File: src/rtl/sky130_fd_io__amux_seq_pkg.sv
// rtl/sky130_fd_io__amux_seq_pkg.sv - shared types for the AMUX bus connection sequencer
package sky130_fd_io__amux_seq_pkg;

    typedef enum logic [1:0] {
        IDLE,
        BREAK_DEAD,
        MAKE_SETTLE,
        DONE_ST
    } amux_state_t;

    localparam logic BUS_A = 1'b0;
    localparam logic BUS_B = 1'b1;

    // Wide enough for the largest supported channel count (16).
    localparam int CHAN_W_MAX = 4;

    typedef struct packed {
        logic [CHAN_W_MAX-1:0] chan;
        logic                  bus;
        logic                  conn;
    } amux_req_t;

endpackage

File: src/rtl/sky130_fd_io__amux_seq_timer.sv
// rtl/sky130_fd_io__amux_seq_timer.sv - loadable down-counter that flags expiry at one
module sky130_fd_io__amux_seq_timer #(
    parameter int CNT_W = 8
) (
    input  logic             clk,
    input  logic             rst,
    input  logic             load,
    input  logic             dec,
    input  logic [CNT_W-1:0] load_val,
    output logic             expire
);

    logic [CNT_W-1:0] count;

    always_ff @(posedge clk) begin
        if (rst) begin
            count <= '0;
        end else if (load) begin
            count <= load_val;
        end else if (dec && (count != '0)) begin
            count <= count - CNT_W'(1);
        end
    end

    assign expire = (count == CNT_W'(1));

endmodule

File: src/rtl/sky130_fd_io__top_amux_seq_lvc.sv
// rtl/sky130_fd_io__top_amux_seq_lvc.sv - break-before-make sequencer for pad channels onto AMUXBUS_A/B
module sky130_fd_io__top_amux_seq_lvc
    import sky130_fd_io__amux_seq_pkg::*;
#(
    parameter int N_CHAN        = 4,
    parameter int CH_W          = $clog2(N_CHAN),
    parameter int DEAD_CYCLES   = 3,
    parameter int SETTLE_CYCLES = 8,
    parameter int CNT_W         = 8
) (
    input  logic              CLK,
    input  logic              RESET,
    input  logic              REQ_VALID,
    output logic              REQ_READY,
    input  logic [CH_W-1:0]   REQ_CHAN,
    input  logic              REQ_BUS,
    input  logic              REQ_CONN,
    output logic [N_CHAN-1:0] ENA_A,
    output logic [N_CHAN-1:0] ENA_B,
    output logic              BUSY,
    output logic              DONE,
    output logic              ERR
);

    localparam logic [CHAN_W_MAX:0] N_CHAN_L = (CHAN_W_MAX + 1)'(N_CHAN);

    amux_state_t       state;
    amux_req_t         req_q;
    logic              dead_armed;
    logic              accept;
    logic              chan_bad;
    logic              is_noop;
    logic [N_CHAN-1:0] req_sel;
    logic [N_CHAN-1:0] cur_sel;
    logic [N_CHAN-1:0] tgt_vec;
    logic              tmr_load;
    logic              tmr_dec;
    logic              tmr_expire;
    logic [CNT_W-1:0]  tmr_val;

    assign accept   = REQ_VALID && REQ_READY;
    assign req_sel  = N_CHAN'(1) << REQ_CHAN;
    assign cur_sel  = N_CHAN'(1) << req_q.chan;
    assign chan_bad = {1'b0, CHAN_W_MAX'(REQ_CHAN)} >= N_CHAN_L;
    assign tgt_vec  = (REQ_BUS == BUS_B) ? ENA_B : ENA_A;
    assign is_noop  = REQ_CONN ? (tgt_vec == req_sel) : ((tgt_vec & req_sel) == '0);

    // The first dead cycle is the break itself; the timer only starts counting once armed.
    assign tmr_load = (accept && !chan_bad && !is_noop)
                   || (state == BREAK_DEAD && dead_armed && tmr_expire && req_q.conn);
    assign tmr_val  = (state == BREAK_DEAD) ? CNT_W'(SETTLE_CYCLES) : CNT_W'(DEAD_CYCLES);
    assign tmr_dec  = (state == MAKE_SETTLE) || (state == BREAK_DEAD && dead_armed);

    sky130_fd_io__amux_seq_timer #(
        .CNT_W (CNT_W)
    ) u_timer (
        .clk      (CLK),
        .rst      (RESET),
        .load     (tmr_load),
        .dec      (tmr_dec),
        .load_val (tmr_val),
        .expire   (tmr_expire)
    );

    always_ff @(posedge CLK) begin
        if (RESET) begin
            state      <= IDLE;
            req_q      <= '0;
            dead_armed <= 1'b0;
            ENA_A      <= '0;
            ENA_B      <= '0;
            REQ_READY  <= 1'b1;
            BUSY       <= 1'b0;
            DONE       <= 1'b0;
            ERR        <= 1'b0;
        end else begin
            DONE <= 1'b0;
            ERR  <= 1'b0;
            case (state)
                IDLE, DONE_ST: begin
                    state     <= IDLE;
                    REQ_READY <= 1'b1;
                    BUSY      <= 1'b0;
                    if (accept) begin
                        if (chan_bad) begin
                            ERR <= 1'b1;
                        end else begin
                            req_q <= '{chan: CHAN_W_MAX'(REQ_CHAN), bus: REQ_BUS, conn: REQ_CONN};
                            if (is_noop) begin
                                state <= DONE_ST;
                                DONE  <= 1'b1;
                            end else begin
                                state      <= BREAK_DEAD;
                                REQ_READY  <= 1'b0;
                                BUSY       <= 1'b1;
                                dead_armed <= 1'b0;
                                // Connect empties the target bus and pulls the channel off the other one.
                                if (REQ_CONN) begin
                                    if (REQ_BUS == BUS_B) begin
                                        ENA_B <= '0;
                                        ENA_A <= ENA_A & ~req_sel;
                                    end else begin
                                        ENA_A <= '0;
                                        ENA_B <= ENA_B & ~req_sel;
                                    end
                                end else if (REQ_BUS == BUS_B) begin
                                    ENA_B <= ENA_B & ~req_sel;
                                end else begin
                                    ENA_A <= ENA_A & ~req_sel;
                                end
                            end
                        end
                    end
                end
                BREAK_DEAD: begin
                    dead_armed <= 1'b1;
                    if (dead_armed && tmr_expire) begin
                        if (req_q.conn) begin
                            state <= MAKE_SETTLE;
                            if (req_q.bus == BUS_B) begin
                                ENA_B <= cur_sel;
                            end else begin
                                ENA_A <= cur_sel;
                            end
                        end else begin
                            state     <= DONE_ST;
                            DONE      <= 1'b1;
                            REQ_READY <= 1'b1;
                            BUSY      <= 1'b0;
                        end
                    end
                end
                MAKE_SETTLE: begin
                    if (tmr_expire) begin
                        state     <= DONE_ST;
                        DONE      <= 1'b1;
                        REQ_READY <= 1'b1;
                        BUSY      <= 1'b0;
                    end
                end
                default: state <= IDLE;
            endcase
        end
    end

    a_one_on_a: assert property (@(posedge CLK) disable iff (RESET) $countones(ENA_A) <= 1);
    a_one_on_b: assert property (@(posedge CLK) disable iff (RESET) $countones(ENA_B) <= 1);
    a_no_both:  assert property (@(posedge CLK) disable iff (RESET) (ENA_A & ENA_B) == '0);
    a_bbm_a:    assert property (@(posedge CLK) disable iff (RESET)
                    !((|(ENA_A & ~$past(ENA_A))) && (|($past(ENA_A) & ~ENA_A))));
    a_bbm_b:    assert property (@(posedge CLK) disable iff (RESET)
                    !((|(ENA_B & ~$past(ENA_B))) && (|($past(ENA_B) & ~ENA_B))));

endmodule

File: config.mk
export PLATFORM = sky130hd
export DESIGN_NAME = sky130_fd_io__top_amux_seq_lvc
export DESIGN_NICKNAME = d
export VERILOG_FILES = /design/src/rtl/sky130_fd_io__amux_seq_pkg.sv /design/src/rtl/sky130_fd_io__amux_seq_timer.sv /design/src/rtl/sky130_fd_io__top_amux_seq_lvc.sv
export SDC_FILE = /design/constraint.sdc
export NUM_CORES = 1
export LEC_CHECK = 0
export CORE_ASPECT_RATIO = 1.1
export CORE_MARGIN = 10
export CORE_UTILIZATION = 59
export DETAILED_ROUTE_END_ITERATION = 16
export GPL_ROUTABILITY_DRIVEN = 0
export PLACE_DENSITY = 0.95
export SYNTH_ARGS = -nofsm -noshare
export SYNTH_HDL_FRONTEND = slang
export SYNTH_SLANG_ARGS = --single-unit
File: constraint.sdc
create_clock -name CLK -period 4.9 [get_ports CLK]
set_input_delay 0.49 -clock CLK [delete_from_list [all_inputs] [get_ports CLK]]
set_output_delay 0.49 -clock CLK [all_outputs]
set_load 0.005 [all_outputs]
==> results.cfg, run 1 <==
[routing]
via_per_inst = 6.020
dr_total_vias = 1505
routed_wirelength_um = 3618
antenna_left = 0
drtPass1Iterations = 4
dr.first_iter.drc_count = 111
route.detailed.drc = 0
routed_wirelength_normalized_by_instance_count_um = 14.47

[critical_path]
critical_path.startpoint = REQ_BUS
worstPathRequired_ps = 5140
setup.worst_path.start_class = primary input
r2r_cell_count = 8
rrSetupSlack_ps = 2220
cp-end-kind = flip-flop
worst-setup-path-type = in2reg
critical_path_arrival_ps = 3380
ff_to_ff_end = ENA_A[0]$_SDFFE_PP0P_
r2r-start = ENA_A[3]$_SDFFE_PP0P_
critPathMaxFanout = 12

[timing]
report.final.hold_viol_count = 0
relative_slew_margins_pct = 42.65
max_freq_mhz = 318.3
layout_setup_ws_ps = 1758
setup-violations-final = 0
fin_crit_ps = 3142
finalCritPeriodShare_pct = 64.12
worst_pin_slew_ps = 857.5
rsz_0062_raised_after_global_routing = no
finalClockSkew_ps = 7.484
timing.final.max_slew_violations = 0
setup_total_negative_slack_ps = 0

[floorplan]
top_level_ports = 19
fp.dieW_um = 69.77
die_height_um = 74.75
dieArea_um2 = 5215
std_cell_rows = 19
start_util_pct = 63.21
core_region_area_um2 = 2544

[synth]
synthesis.area_um2 = 1608
synth-seq-cells = 26
yosys.cell_count.top_type = dfxtp_1
synth-edff-count = 0
syn-mean-instance-area_um2 = 7.805
synth.top_cells.by_count = dfxtp_1 (26), nor2_1 (22), nand2_1 (21), o21ai_0 (17), a21oi_1 (15)
synth.distinct_cells = 46
postSynthNetCount = 222
synthArstFlopShare_pct = 0
yosysTopAreaCellShare_pct = 32.37
yosysSeqAreaShare_pct = 32.37
synthCells = 206
netlist.top_cell.by_area = dfxtp_1
number_of_warning_messages_in_the_yosys_log = 0
yosys_most_used_dff = dfxtp_1
ys_top_cells_by_area = dfxtp_1 (32%), ha_1 (7.0%), o21ai_0 (5.3%), nor2_1 (5.1%), nand2_1 (4.9%)

[pwr]
internal_power_uw = 493.6
vdd_drop_max_v = 0.0004065
sw_frac_of_total_pct = 41.59
power_switching_uw = 351.6
p_seq_share_pct = 34.7
power.share.combinational_pct = 47.8
part_of_the_power_in_the_clock_network_pct = 17.5
power_leakage_uw = 0.0006564
finalPower_uw = 845.2
powerDensity_nw_per_um2 = 463.6

[outcome]
run_status = completed

[clock_tree]
tritoncts.num_buffers = 3
tritoncts = built
clock_root_buffer = clkbuf_4
postCtsSetupRepairBufs = 0
worst_skew_pair.late_latency_ps = 330
cts.htree.levels = 1
tritoncts_num_sinks = 26
postCtsResizedCells = 0
cts_max_path_buffers = 2
hold_fix_buffers_cts = 0
path_clk_slew_ps = 140

[layout]
final_area_um2 = 1823
finalNonFillerCells = 250
final_nets = 236
area_growth_pct = 13.39
layout-drive-gt1-share_pct = 5.479
insertedDiodeCount = 0

[run]
drv_cap = 0

[grt]
grt-ovfl-total = 0
grt_start_max_net_pins = 26
first_global_vias = 1433
grt_first_pass_wirelength_um = 6154
grt_antenna_before_repair = 0
grt_util_all_layers_pct = 13.78

[min_path]
min_path_cells = 2
hold_path.class = reg2reg
worst_hold_startpoint = BUSY$_SDFFE_PP0P_
min_to = BUSY$_SDFFE_PP0P_

[placed_design]
pre_cts_slack_ps = 1510
dp.cells = 246
post-dp-hpwl_um = 2854
io_buffer_count = 17
place_area_um2 = 1770
registers in the layout, indices dropped and copies added, names as in the netlist:
name,flops
ENA_B,4
state,2
dead_armed,1
req_q,4
REQ_READY,1
BUSY,1
ENA_A,4
DONE,1
u_timer.count,8
how the worst max path moves through the flow:
stage	to	cells past startpoint	slack [ps]
6_report	ENA_A[0]$_SDFFE_PP0P_	8	1760
3_5_place_dp	ENA_A[3]$_SDFFE_PP0P_	8	1510
3_3_place_gp	ENA_A[1]$_SDFFE_PP0P_	8	1680
5_1_grt	ENA_A[1]$_SDFFE_PP0P_	8	1480
4_1_cts	ENA_A[3]$_SDFFE_PP0P_	8	1810
2_1_floorplan	ENA_A[0]$_SDFFE_PP0P_	8	2400
placed cells by master, fill, tap and decap left out, drive strengths merged, types with 2 or more instances in the layout:
cell           Yosys  routed
nand2b             5       5
nor3              10      10
nand4              2       2
xnor2              4       4
clkbuf             4       3
nand3              3       3
a21oi             15      15
nor2              22      22
a21o               2       2
nand3b             2       2
nand2             21      21
or2                2       2
ha                 9       9
clkdlybuf4s50      0      17
inv               13      13
nor2b              6       6
o21ai             19      19
o31ai              3       3
or3                6       6
dfxtp             26      26
and2               2       2
o211ai             2       2
nor4               4       4
o32ai              4       4
power by group through the flow:
stage | clock, µW | sequential [µW] | combinational [µW]
finish | 148 | 294 | 404
CTS | 151 | 293 | 403
global placement | 0 | 296 | 386
floorplan | 0 | 290 | 332
detailed placement | 0 | 298 | 399
global route | 156 | 300 | 453
layout make-up:
class | count | area [µm²]
multi-input combinational | 159 | 992.2
fill | 207 | 720.7
sequential | 26 | 520.5
timing repair buffer | 17 | 170.2
inverter | 13 | 48.80
tap | 31 | 38.79
clock inverter | 1 | 30.03
clock buffer | 3 | 22.52
stage by stage:
stage / hold WS (ps) / util, %
after detailed placement: 449.0 / 69.60
final: 465.3 / 71.67
after floorplan: 452.7 / -
after global placement: 444.6 / 69.60
after global routing: 489.8 / 71.67
after CTS: 468.1 / 71.67
worst max-delay path: stages:
cell             delay (ps)
clkdlybuf4s50_1         670
o21ai_0                 190
ha_1                    320
nor4_1                  480
mux2i_1                 270
a21boi_0                580
nor3_1                  140
o32ai_1                 230
cells by family after synthesis:
group	after synthesis	share of synthesized area [%]
xor+xnor	4	2.179
buf+inv	21	5.914
fa+ha+maj	9	7.004
compound gates	54	23.04
flops	26	32.37
mux	1	0.6226
other cells	1	0.2332
simple gates	90	28.64
routing by layer:
metal  wire length, µm  part of all wire (%)  vias up  track usage [%]
met5                 0                     0        -                0
met4               104                   2.9        0            8.333
met3               173                   4.8       13            2.760
met2              1864                    52       41            25.88
met1              1476                    41      699            14.05
li1                  -                     -      752                -
Power figures use the tool's default switching activity.
==> run 2: changes to the inputs <==
--- a/config.mk
+++ b/config.mk
@@ -7,10 +7,10 @@
 export LEC_CHECK = 0
 export CORE_ASPECT_RATIO = 1.1
 export CORE_MARGIN = 10
-export CORE_UTILIZATION = 59
+export CORE_UTILIZATION = 55
 export DETAILED_ROUTE_END_ITERATION = 16
 export GPL_ROUTABILITY_DRIVEN = 0
-export PLACE_DENSITY = 0.95
+export PLACE_DENSITY = 0.91
 export SYNTH_ARGS = -nofsm -noshare
 export SYNTH_HDL_FRONTEND = slang
 export SYNTH_SLANG_ARGS = --single-unit
==> constraint.sdc (replaced) <==
create_clock -name CLK -period 2.9 [get_ports CLK]
set_input_delay 0.29 -clock CLK [delete_from_list [all_inputs] [get_ports CLK]]
set_output_delay 0.29 -clock CLK [all_outputs]
set_load 0.005 [all_outputs]
==> results.cfg, run 2 (synthesis results as in run 1) <==
[routing]
dr.first_iter.drc_count = 208
dr_total_vias = 1504
routed_wirelength_normalized_by_instance_count_um = 14.01
drtPass1Iterations = 4
routed_wirelength_um = 3573
via_per_inst = 5.898
antenna_left = 0
route.detailed.drc = 0

[layout]
final_common_cell = dfxtp_1
fillers = 237
area_growth_pct = 14.94
max_ffs_per_register = 8
insertedDiodeCount = 0
most-common-layout-cells = dfxtp_1 (26), nor2_1 (22), nand2_1 (21)
registers.top_by_ff_count = u_timer.count
layout-drive-gt1-share_pct = 6.757
finalNonFillerCells = 255
final_nets = 239

[grt]
grt_antenna_before_repair = 0
first_global_vias = 1418
grt_util_all_layers_pct = 12.81
grt-ovfl-total = 0
grt_first_pass_wirelength_um = 6141
grt_start_max_net_pins = 17

[timing]
report.final.hold_viol_count = 0
relative_slew_margins_pct = 63.69
layout_setup_ws_ps = 363.9
timing.final.max_slew_violations = 0
hold_slack_ps = 479.8
max_freq_mhz = 394.3
finalClockSkew_ps = 12.93
setup-violations-final = 0
worst_pin_slew_ps = 539.7
setup_total_negative_slack_ps = 0
finalCritPeriodShare_pct = 87.45
fin_crit_ps = 2536
rsz_0062_raised_after_global_routing = no

[critical_path]
cp-end-kind = flip-flop
r2r-start = ENA_B[0]$_SDFFE_PP0P_
critPathMaxFanout = 12
ff_to_ff_end = ENA_B[0]$_SDFFE_PP0P_
crit_path_max_incr_delay_ps = 690
crit_top_cell = o21ai_0
worstPathBufferInverterCount = 1
setup.worst_path.start_class = primary input
worst-setup-path-type = in2reg
crit_path_top_delay_cell = clkdlybuf4s50_1
r2r_cell_count = 8
critical_path_arrival_ps = 2800
cp_top_family = compound AO/OA/AOI/OAI gates
critical_path.cell_chain = clkdlybuf4s50_1 -> o21ai_0 -> ha_1 -> nor4_1 -> nor2_1 -> o311ai_2 -> o21ai_0 -> o21ai_0
worstPathRequired_ps = 3160
rrSetupSlack_ps = 660

[floorplan]
die_height_um = 76.71
fp.dieW_um = 71.55
dieArea_um2 = 5488
std_cell_rows = 20
core_region_area_um2 = 2778
start_util_pct = 57.88
top_level_ports = 19

[clock_tree]
hold_fix_buffers_cts = 0
postCtsResizedCells = 0
postCtsSetupRepairBufs = 0
cts_max_path_buffers = 2
tritoncts = built
tritoncts_num_sinks = 26
path_clk_slew_ps = 150
worst_skew_pair.late_latency_ps = 320
cts.htree.levels = 1
clock_root_buffer = clkbuf_4
tritoncts.num_buffers = 3

[pwr]
finalPower_uw = 1431
powerDensity_nw_per_um2 = 774.2
power_leakage_uw = 0.0006708
vdd_drop_max_v = 0.0006299

[min_path]
worst_hold_startpoint = BUSY$_SDFFE_PP0P_
min_path_cells = 2
hold_path.class = reg2reg
min_to = BUSY$_SDFFE_PP0P_

[placed_design]
pre_cts_slack_ps = 27.91
post-dp-hpwl_um = 2791
dp.cells = 251
io_buffer_count = 17

[run]
drv_cap = 0

[outcome]
run_status = completed
## run 2: worst max-delay path by stage
stage	startpoint	end	slack, ps	cells after the start
4_1_cts	REQ_BUS	ENA_B[1]$_SDFFE_PP0P_	380	8
2_1_floorplan	REQ_BUS	ENA_A[0]$_SDFFE_PP0P_	600	8
3_5_place_dp	REQ_BUS	ENA_B[1]$_SDFFE_PP0P_	30	8
5_1_grt	REQ_BUS	ENA_B[0]$_SDFFE_PP0P_	30	8
6_report	REQ_BUS	ENA_B[0]$_SDFFE_PP0P_	360	8
3_3_place_gp	REQ_BUS	ENA_B[1]$_SDFFE_PP0P_	90	8
## run 2: metal layers
metal	share of wire [%]	up-vias	GRT usage, %
met3	7.4	6	2.703
met4	0.92	0	4.264
met1	41	683	15.30
met2	51	52	21.82
met5	0	-	0
li1	-	763	-
## run 2: area by class of cell
| type | count | area [µm²] | area share, % |
|---|---|---|---|
| sequential | 26 | 520.5 | 28.17 |
| tap | 33 | 41.29 | 2.234 |
| timing repair buffer | 20 | 192.7 | 10.43 |
| clock buffer | 3 | 22.52 | 1.219 |
| inverter | 13 | 48.80 | 2.640 |
| multi-input combinational | 159 | 992.2 | 53.69 |
| clock inverter | 1 | 30.03 | 1.625 |
## run 2: report_power, final
part | internal (µW) | switching, µW | total, µW
sequential | 430 | 67.6 | 497
clock | 140 | 108 | 248
combinational | 274 | 412 | 686
total | 843 | 588 | 1430
## run 2: through the flow
stage	util, %	instance area, µm²
6_report	66.53	1848
3_5_place_dp	64.64	1795
4_1_cts	66.53	1848
2_1_floorplan	-	1608
3_3_place_gp	64.64	1795
5_1_grt	66.53	1848
## run 2: worst reg2reg max path: cells and delay by family, from the launching register on
kind	cells	cell delay, ps
flip-flops	1	360
adder cells (fa/ha/maj)	1	310
AO/OA/AOI/OAI	4	900
AND/OR/NAND/NOR	3	620
